--- config.mk ---
export PLATFORM = sky130hd
export DESIGN_NAME = sdram_capture_writer
export DESIGN_NICKNAME = d
export VERILOG_FILES = /design/src/rtl/drm_pkg.sv /design/src/rtl/capture_word_fifo.sv /design/src/rtl/sdram_capture_writer.sv
export SDC_FILE = /design/constraint.sdc
export NUM_CORES = 1
export LEC_CHECK = 0
export CAP_MARGIN = 20
export CELL_PAD_IN_SITES_DETAIL_PLACEMENT = 2
export CELL_PAD_IN_SITES_GLOBAL_PLACEMENT = 2
export CORE_ASPECT_RATIO = 0.6
export CORE_MARGIN = 2
export CORE_UTILIZATION = 44
export CTS_CLUSTER_SIZE = 16
export DETAILED_ROUTE_END_ITERATION = 6
export GPL_ROUTABILITY_DRIVEN = 0
export GPL_TIMING_DRIVEN = 0
export PLACE_DENSITY_LB_ADDON = 0.15
export SYNTH_ARGS = -nofsm -noshare
export SYNTH_HDL_FRONTEND = slang
export SYNTH_HIERARCHICAL = 1
export SYNTH_SLANG_ARGS = --single-unit
--- constraint.sdc ---
create_clock -name M100CLK -period 3.6 [get_ports M100CLK]
set_input_delay 0.54 -clock M100CLK [delete_from_list [all_inputs] [get_ports M100CLK]]
set_output_delay 0.54 -clock M100CLK [all_outputs]
set_load 0.05 [all_outputs]
--- src/rtl/drm_pkg.sv ---
// Shared types and widths for the SDRAM capture path.
package drm_pkg;

  localparam int SDRAM_ADDR_W = 25;
  localparam int SDRAM_DATA_W = 16;
  localparam int SDRAM_BE_W   = SDRAM_DATA_W / 8;
  localparam int FIFO_W       = SDRAM_DATA_W + SDRAM_BE_W;

  typedef enum logic [1:0] {
    ST_IDLE    = 2'd0,
    ST_CAPTURE = 2'd1,
    ST_DRAIN   = 2'd2
  } cap_state_t;

  // One queued SDRAM word: byte enables travel with the data.
  typedef struct packed {
    logic [SDRAM_BE_W-1:0]   be;
    logic [SDRAM_DATA_W-1:0] data;
  } fifo_word_t;

endpackage

--- src/rtl/capture_word_fifo.sv ---
// Word FIFO between the byte packer and the Avalon write port.
// A push into a full FIFO is still taken when a pop happens in the same cycle.
module capture_word_fifo
  import drm_pkg::*;
#(
  parameter int DEPTH = 16,
  parameter int W     = FIFO_W,
  localparam int AW    = $clog2(DEPTH),
  localparam int CNT_W = AW + 1
) (
  input  logic             M100CLK,
  input  logic             reset,
  input  logic             push,
  input  logic [W-1:0]     push_data,
  output logic             push_ok,
  input  logic             pop,
  output logic [W-1:0]     head,
  output logic [CNT_W-1:0] count
);

  localparam logic [CNT_W-1:0] DEPTH_C = CNT_W'(DEPTH);

  logic [W-1:0]  mem [DEPTH];
  logic [AW-1:0] wr_ptr;
  logic [AW-1:0] rd_ptr;
  logic          pop_ok;

  // Accept/pop qualification from the registered occupancy.
  always_comb begin
    pop_ok  = pop && (count != '0);
    push_ok = push && ((count != DEPTH_C) || pop_ok);
  end

  assign head = mem[rd_ptr];

  // Storage array; contents need no reset since count gates visibility.
  always_ff @(posedge M100CLK) begin
    if (push_ok) begin
      mem[wr_ptr] <= push_data;
    end
  end

  // Pointer and occupancy tracking.
  always_ff @(posedge M100CLK) begin
    if (reset) begin
      wr_ptr <= '0;
      rd_ptr <= '0;
      count  <= '0;
    end else begin
      if (push_ok) wr_ptr <= wr_ptr + AW'(1);
      if (pop_ok)  rd_ptr <= rd_ptr + AW'(1);
      case ({push_ok, pop_ok})
        2'b10:   count <= count + CNT_W'(1);
        2'b01:   count <= count - CNT_W'(1);
        default: count <= count;
      endcase
    end
  end

endmodule

--- src/rtl/sdram_capture_writer.sv ---
// Packs ADC bytes into 16-bit words and streams them to SDRAM over Avalon-MM.
//
// state      | meaning
// -----------+---------------------------------------------------------
// ST_IDLE    | waiting for arm; outputs quiet
// ST_CAPTURE | packing samples into words and writing them out
// ST_DRAIN   | arm dropped; flushing FIFO, new samples and arm ignored
module sdram_capture_writer
  import drm_pkg::*;
#(
  parameter logic [SDRAM_ADDR_W-1:0] BASE_ADDR  = 25'h0000000,
  parameter logic [SDRAM_ADDR_W-1:0] ADDR_LIMIT = 25'h1FFFFFF,
  parameter int                      DEPTH      = 16
) (
  input  logic                    M100CLK,
  input  logic                    reset,
  input  logic                    arm,
  input  logic                    sample_valid,
  input  logic [7:0]              sample,
  output logic                    av_chipselect,
  output logic [SDRAM_ADDR_W-1:0] av_address,
  output logic [SDRAM_BE_W-1:0]   av_byteenable,
  output logic [SDRAM_DATA_W-1:0] av_writedata,
  output logic                    av_write,
  input  logic                    av_waitrequest,
  output logic                    busy,
  output logic                    overflow,
  output logic                    wrapped,
  output logic [SDRAM_ADDR_W-1:0] words_written
);

  localparam int CNT_W = $clog2(DEPTH) + 1;

  cap_state_t       state;
  logic             half_valid;
  logic [7:0]       half_byte;
  logic             arm_start;
  logic             pair_push;
  logic             pad_push;
  logic             push;
  logic             push_ok;
  logic             wr_accept;
  fifo_word_t       push_word;
  fifo_word_t       head_word;
  logic [CNT_W-1:0] fifo_count;

  // Push sources: a completed pair while armed, or the lone byte left when arm drops.
  always_comb begin
    arm_start      = (state == ST_IDLE) && arm;
    pair_push      = (state == ST_CAPTURE) && arm && sample_valid && half_valid;
    pad_push       = (state == ST_CAPTURE) && !arm && half_valid;
    push           = pair_push || pad_push;
    push_word.data = pad_push ? {8'h00, half_byte} : {sample, half_byte};
    push_word.be   = pad_push ? 2'b01 : 2'b11;
  end

  capture_word_fifo #(
    .DEPTH (DEPTH),
    .W     (FIFO_W)
  ) u_fifo (
    .M100CLK   (M100CLK),
    .reset     (reset),
    .push      (push),
    .push_data (push_word),
    .push_ok   (push_ok),
    .pop       (wr_accept),
    .head      (head_word),
    .count     (fifo_count)
  );

  // Avalon port is driven straight from the FIFO head so it stays stable under waitrequest.
  always_comb begin
    av_write      = (fifo_count != '0);
    av_chipselect = av_write;
    av_writedata  = av_write ? head_word.data : '0;
    av_byteenable = av_write ? head_word.be : '0;
    wr_accept     = av_write && !av_waitrequest;
  end

  // Sequencer and byte packer.
  always_ff @(posedge M100CLK) begin
    if (reset) begin
      state      <= ST_IDLE;
      busy       <= 1'b0;
      half_valid <= 1'b0;
      half_byte  <= '0;
    end else begin
      case (state)
        ST_IDLE: begin
          if (arm) begin
            state      <= ST_CAPTURE;
            busy       <= 1'b1;
            half_valid <= 1'b0;
            half_byte  <= '0;
          end
        end
        ST_CAPTURE: begin
          if (!arm) begin
            state      <= ST_DRAIN;
            half_valid <= 1'b0;
          end else if (sample_valid) begin
            if (half_valid) begin
              half_valid <= 1'b0;
            end else begin
              half_valid <= 1'b1;
              half_byte  <= sample;
            end
          end
        end
        ST_DRAIN: begin
          if ((fifo_count == '0) && !half_valid) begin
            state <= ST_IDLE;
            busy  <= 1'b0;
          end
        end
        default: begin
          state <= ST_IDLE;
          busy  <= 1'b0;
        end
      endcase
    end
  end

  // Address, word count and sticky status, all restarted on each new arm.
  always_ff @(posedge M100CLK) begin
    if (reset || arm_start) begin
      av_address    <= BASE_ADDR;
      words_written <= '0;
      wrapped       <= 1'b0;
      overflow      <= 1'b0;
    end else begin
      if (push && !push_ok) begin
        overflow <= 1'b1;
      end
      if (wr_accept) begin
        if (av_address == ADDR_LIMIT) begin
          av_address <= BASE_ADDR;
          wrapped    <= 1'b1;
        end else begin
          av_address <= av_address + SDRAM_ADDR_W'(1);
        end
        if (words_written != '1) begin
          words_written <= words_written + SDRAM_ADDR_W'(1);
        end
      end
    end
  end

endmodule

Word level (Yosys, flattened, before mapping)
Memories as Yosys holds them, arrays and structs flattened. A register that Yosys moved wholly into a read port is not among the register bits. Index checks and enable logic that the tools add are counted.

Memory bits (read-only): 0. Register bits: 77. Memories kept: 1. Output and inout port bits: 73. Input bits: 13. Bits in latches: 0. Bits in writable memories: 288. Logic and storage cells: 89.

Multipliers: 0. Bitwise gates (word level): 1. Equal/unequal tests: 14. Magnitude comparators: 0. Muxes and demuxes: 27. Reductions and logical operators: 29. $add $sub $neg: 6. Shifts and indexed selects: 0. Divide/modulo/power cells: 0.

Memory list: u_fifo.mem (depth 16, width 18, read ports 1, clocked after memory_dff 1, wr ports 1, RTL line capture_word_fifo.sv:23) `logic [W-1:0] mem [DEPTH];`.

Operators with widths (count): 25-bit by 1-bit adder with 25-bit output, second input constant (2); 16-bit 2-to-1 mux (2); 8-bit 2-to-1 mux (4); 25-bit equality test, second input constant (1); 25-bit 2-to-1 mux (1); 25-bit inequality test, second input constant (1); 8-bit one-hot mux with 2 select lines (1); 2-bit inequality test, second input constant (6); 1-bit logical AND (11); 2-bit 2-to-1 mux (5); 5-bit one-hot mux with 2 select lines (1); 3-bit AND reduction (3); 4-bit by 1-bit adder with 4-bit output, second input constant (2); 1-bit 2-to-1 mux (8); 4-bit 2-to-1 mux (2); 2-bit one-hot mux with 3 select lines (1); 5-bit by 1-bit adder with 5-bit output, second input constant (1); 5-bit zero test (1); 5-bit inequality test, second input constant (1); 5-bit AND reduction (1); 5-bit nonzero test (1); 5-bit by 1-bit subtractor with 5-bit output, second input constant (1); 2-bit by 1-bit equality test with 1-bit output, second input constant (2); 2-bit equality test, second input constant (2); 9 further kinds (16).

Logic depth before layout (Yosys ltp)
Word-level depth: 8. Mapped depth: 13. Gate-level depth less buffers: 11.

Cells and area by module
The synthesis kept the hierarchy.

Modules (own cells, without submodules): capture_word_fifo (instances 1, area an instance 11826.3 um^2, cells an instance 566, sequential area each 8988.6 um^2); sdram_capture_writer (instances 1, area an instance 3269.4 um^2, cells an instance 407, sequential area each 1281.2 um^2).

Least setup slack after synthesis
OpenSTA, ideal clock, no wires.

Path kind: flip-flop to flip-flop. Start: register state[0]. End: memory u_fifo/mem[11][0] (netlist name), enable pin. Stages on the path, launching flop included: 10. Period minus slack after synthesis: 2887 ps. Data required time: 3224 ps. Library setup time: 376 ps. Arrival time: 2511 ps. Buffers on the path: 3. Path slack: 713 ps. Cell sequence: dfxtp_1 -> clkbuf_1 -> nor2b_1 -> clkbuf_1 -> nand2_1 -> a21oi_1 -> clkbuf_1 -> o21ai_2 -> nor3b_1 -> and2_1.

Word-level cells in the longest chain between the ends: 8. Elaborated cells between the ends (all ways): 10. Classes of those cells: eq/ne (1); mux (2); reduce/logical (7).

RTL lines: start, declared (RTL line sdram_capture_writer.sv:34) `cap_state_t state;`; start signal, assigned (RTL line sdram_capture_writer.sv:83) `state <= ST_IDLE;`; start signal, assigned (RTL line sdram_capture_writer.sv:91) `state <= ST_CAPTURE;`; start signal, assigned (RTL line sdram_capture_writer.sv:99) `state <= ST_DRAIN;`; 2-bit by 1-bit equality test with 1-bit output * (RTL line sdram_capture_writer.sv:50, sdram_capture_writer.sv:51); 1-bit logical AND (3 in a row) (RTL line sdram_capture_writer.sv:50) `pair_push = (state == ST_CAPTURE) && arm && sample_valid && half_valid;`; 1-bit logical OR * (RTL line sdram_capture_writer.sv:52) `push = pair_push || pad_push;`; named net push (RTL line sdram_capture_writer.sv:40) `logic push;`; 1-bit logical AND * (RTL line capture_word_fifo.sv:31) `push_ok = push && ((count != DEPTH_C) || pop_ok);`; 1-bit 2-to-1 mux * (RTL line capture_word_fifo.sv:38) `if (push_ok) begin`; 1-bit 2-to-1 mux (not written as such) * (RTL line capture_word_fifo.sv:39) `mem[wr_ptr] <= push_data;`; end, declared (RTL line capture_word_fifo.sv:23).

The timed path passes the listed nets; every way through them passes the cells marked *.

==> results.cfg <==
[routing]
wl_per_cell_um = 30.1
vias_per_cell = 5.97
first_iter_violations = 874
drtPass1Iterations = 5
drc = 0
ant_nets = 0
vias = 9607
routed_wl_mm = 48.4

[cells_and_area]
nNetsFinal = 1151
utilization_pct = 53.5
area_growth_pct = 19.7
layout_commonest_cell = edfxtp_1
final_cell_area_mm2 = 0.0181
diodes = 0
most-common-layout-cells = edfxtp_1, dfxtp_1, mux4_2
drive_above_1_share_pct = 19.2

[critical_path]
critPathRequiredTime_ns = 3.06
crit_buf_inv = 2
crit_family = buffers and inverters
path_depth = 6
cp-end-kind = output port
critPathArrivalTime_ns = 2.97
slowest_stage = dfxtp_1
worstPathCellList = clkbuf_4 > mux4_2 > a22oi_1 > nand2_1 > nor2b_1 > dlygate4sd2_1
worstSetupPathType = reg -> out
reg2reg_depth = 9
cpPeakStageDelay_ns = 0.59
cp-start-kind = flop
critPathMaxFanout = 10

[clock_network]
ctsRootBufferMaster = clkbuf_16
clk_pin_slew_ns = 0.07
htree_levels = 2
clk_latency_ns = 0.54
cts_max_path_buffers = 3
tritoncts = built
cts_buffers = 36
hold_buffers = 0
cts.sink_count = 369

[sta]
setup_viol = 0
hold_violations = 0
maxSlewHeadroom_pct = 28.5
rsz0062_at_grt = false
fin_skew_ns = 0.0130
drv_slew = 0
finalSetupTns_ns = 0
worst_pin_slew_ns = 1.07
fin_crit_ns = 3.51
period_share_pct = 97.5
max_freq_mhz = 285

[floorplanning]
io_pins = 86
core_area_mm2 = 0.0338
die-area_mm2 = 0.0359
std_cell_rows = 52
dieWidth_um = 243
start_util_pct = 44.7
die_h_um = 147

[power_and_ir_drop]
p_per_area_mw_per_mm2 = 463
power.leakage_nw = 5.88
irDropWorstVdd_mv = 0.409

[global_route]
grt_max_degree = 19
grt_pass1_vias = 10217
antenna_found_initial = 0
grtUsageTotal_pct = 27.5
grt_pass1_wl_mm = 71.1
grt_overflow = 0

[yosys]
synth_seq_cells = 369
ys.warnings.count = 6
seq_area_frac_synth_pct = 68.0
synth_ff_type = edfxtp_1
synth.avg_cell_area_um2 = 15.5
async_flop_share_pct = 0
synth_area_mm2 = 0.0151
synth-edff-count = 288
synth_top_area_cell = edfxtp_1
postSynthCellCount = 973
yosysTopAreaCellShare_pct = 57.3
synthTopCellsByArea = edfxtp_1, dfxtp_1, mux4_2
yosysUniqueCellTypes = 61

[placed_design]
placed_area_mm2 = 0.0169
hpwl_mm = 33.8
port_buffers = 85

[job]
max_cap_violations = 0

[outcome]
status = completed

[min_path]
holdPathStages = 1
hold_class = reg -> reg
-- through the flow --
step,total power [mW],cells,setup slack [ns],hold WS [ns]
2_1_floorplan,4.74,988,0.713,0.477
3_3_place_gp,4.80,1532,-0.461,0.456
3_5_place_dp,4.81,1547,-0.744,0.484
4_1_cts,8.42,1605,0.00430,0.501
5_1_grt,8.59,1609,0.0113,0.523
6_report,8.36,1609,0.0909,0.494
-- logic make-up (layout without fill, tap and decap cells) --
family | Yosys count | after routing | synth area share (%)
flops | 369 | 369 | 68.0
mux | 79 | 79 | 11.2
xor+xnor | 35 | 35 | 2.03
fa+ha+maj | 11 | 11 | 0.961
compound gates | 119 | 119 | 5.45
other cells | 1 | 16 | 0.0248
simple gates | 291 | 291 | 10.3
buf+inv | 68 | 230 | 1.97
-- cell usage after synthesis (3+ instances only) --
master    instances
nand2b_1          5
nand3_1          29
or4_1             4
nor3b_1           4
and3_1            4
and4_1           11
o211ai_1          6
buf_2            10
a21oi_1          32
and2_1           17
nor4_1            9
inv_1            23
buf_1             3
nor3_1           14
a211oi_1          3
o21ai_0          18
clkbuf_1         25
nand4_1          13
xor2_1           13
nor2b_1          32
mux2_2            4
a22oi_1          37
mux4_2           72
dfxtp_1          81
nor2_1           68
mux2i_1           3
xnor2_1          22
ha_1             10
or3_1             8
nand2_1          56
edfxtp_1        288
buf_6             3
or3_2             5
nor4b_1           3
-- path summary, 6_finish.rpt --
check / slack [ns] / start / to
setup / recovery: 0.09 / flop / av_writedata[4]
hold / removal: 0.49 / wrapped / wrapped
setup reg to reg: 0.19 / state[0] / u_fifo/mem[12][15]
hold reg to reg: 0.49 / wrapped / wrapped
-- layer usage --
metal	up-vias	part of all wire, %	track usage (%)
met3	71	6.7	5.36
met2	329	46	42.8
met1	5147	45	40.2
met4	2	2.0	6.66
met5	-	0.16	1.34
li1	4058	-	-
-- layout make-up --
cell class                 instances  area [um2]
buffer                            39         246
clock buffer                      47        1020
clock inverter                    14        80.1
fill                            3059       15700
inverter                          25        93.8
multi-input combinational        551        4630
sequential                       369       10300
tap                              459         574
timing repair buffer             105        1160
-- flip-flops by register name, indices dropped and copies added, names as in the netlist, named ones only --
name           flops
u_fifo/mem       288
av_address        25
words_written     25
half_byte          8
u_fifo/count       5
u_fifo/rd_ptr      4
u_fifo/wr_ptr      4
state              2
busy               1
half_valid         1
overflow           1
wrapped            1
-- power by group --
group | leakage (nW) | switching, mW | internal [mW] | total (mW)
Combinational | 2.05 | 0.0973 | 0.0362 | 0.134
Clock | 0.538 | 1.65 | 1.99 | 3.64
Sequential | 3.29 | 0.0165 | 4.57 | 4.59
Total | 5.88 | 1.76 | 6.60 | 8.36
-- timing repair --
item	4_1_cts	5_1_grt
gates cloned	0	0
setup buffers	0	0
endpoints found under the setup margin	308	178
hold endpoints to repair	0	0
resized for setup	68	12
No activity file was read; power rests on OpenSTA's default activity.
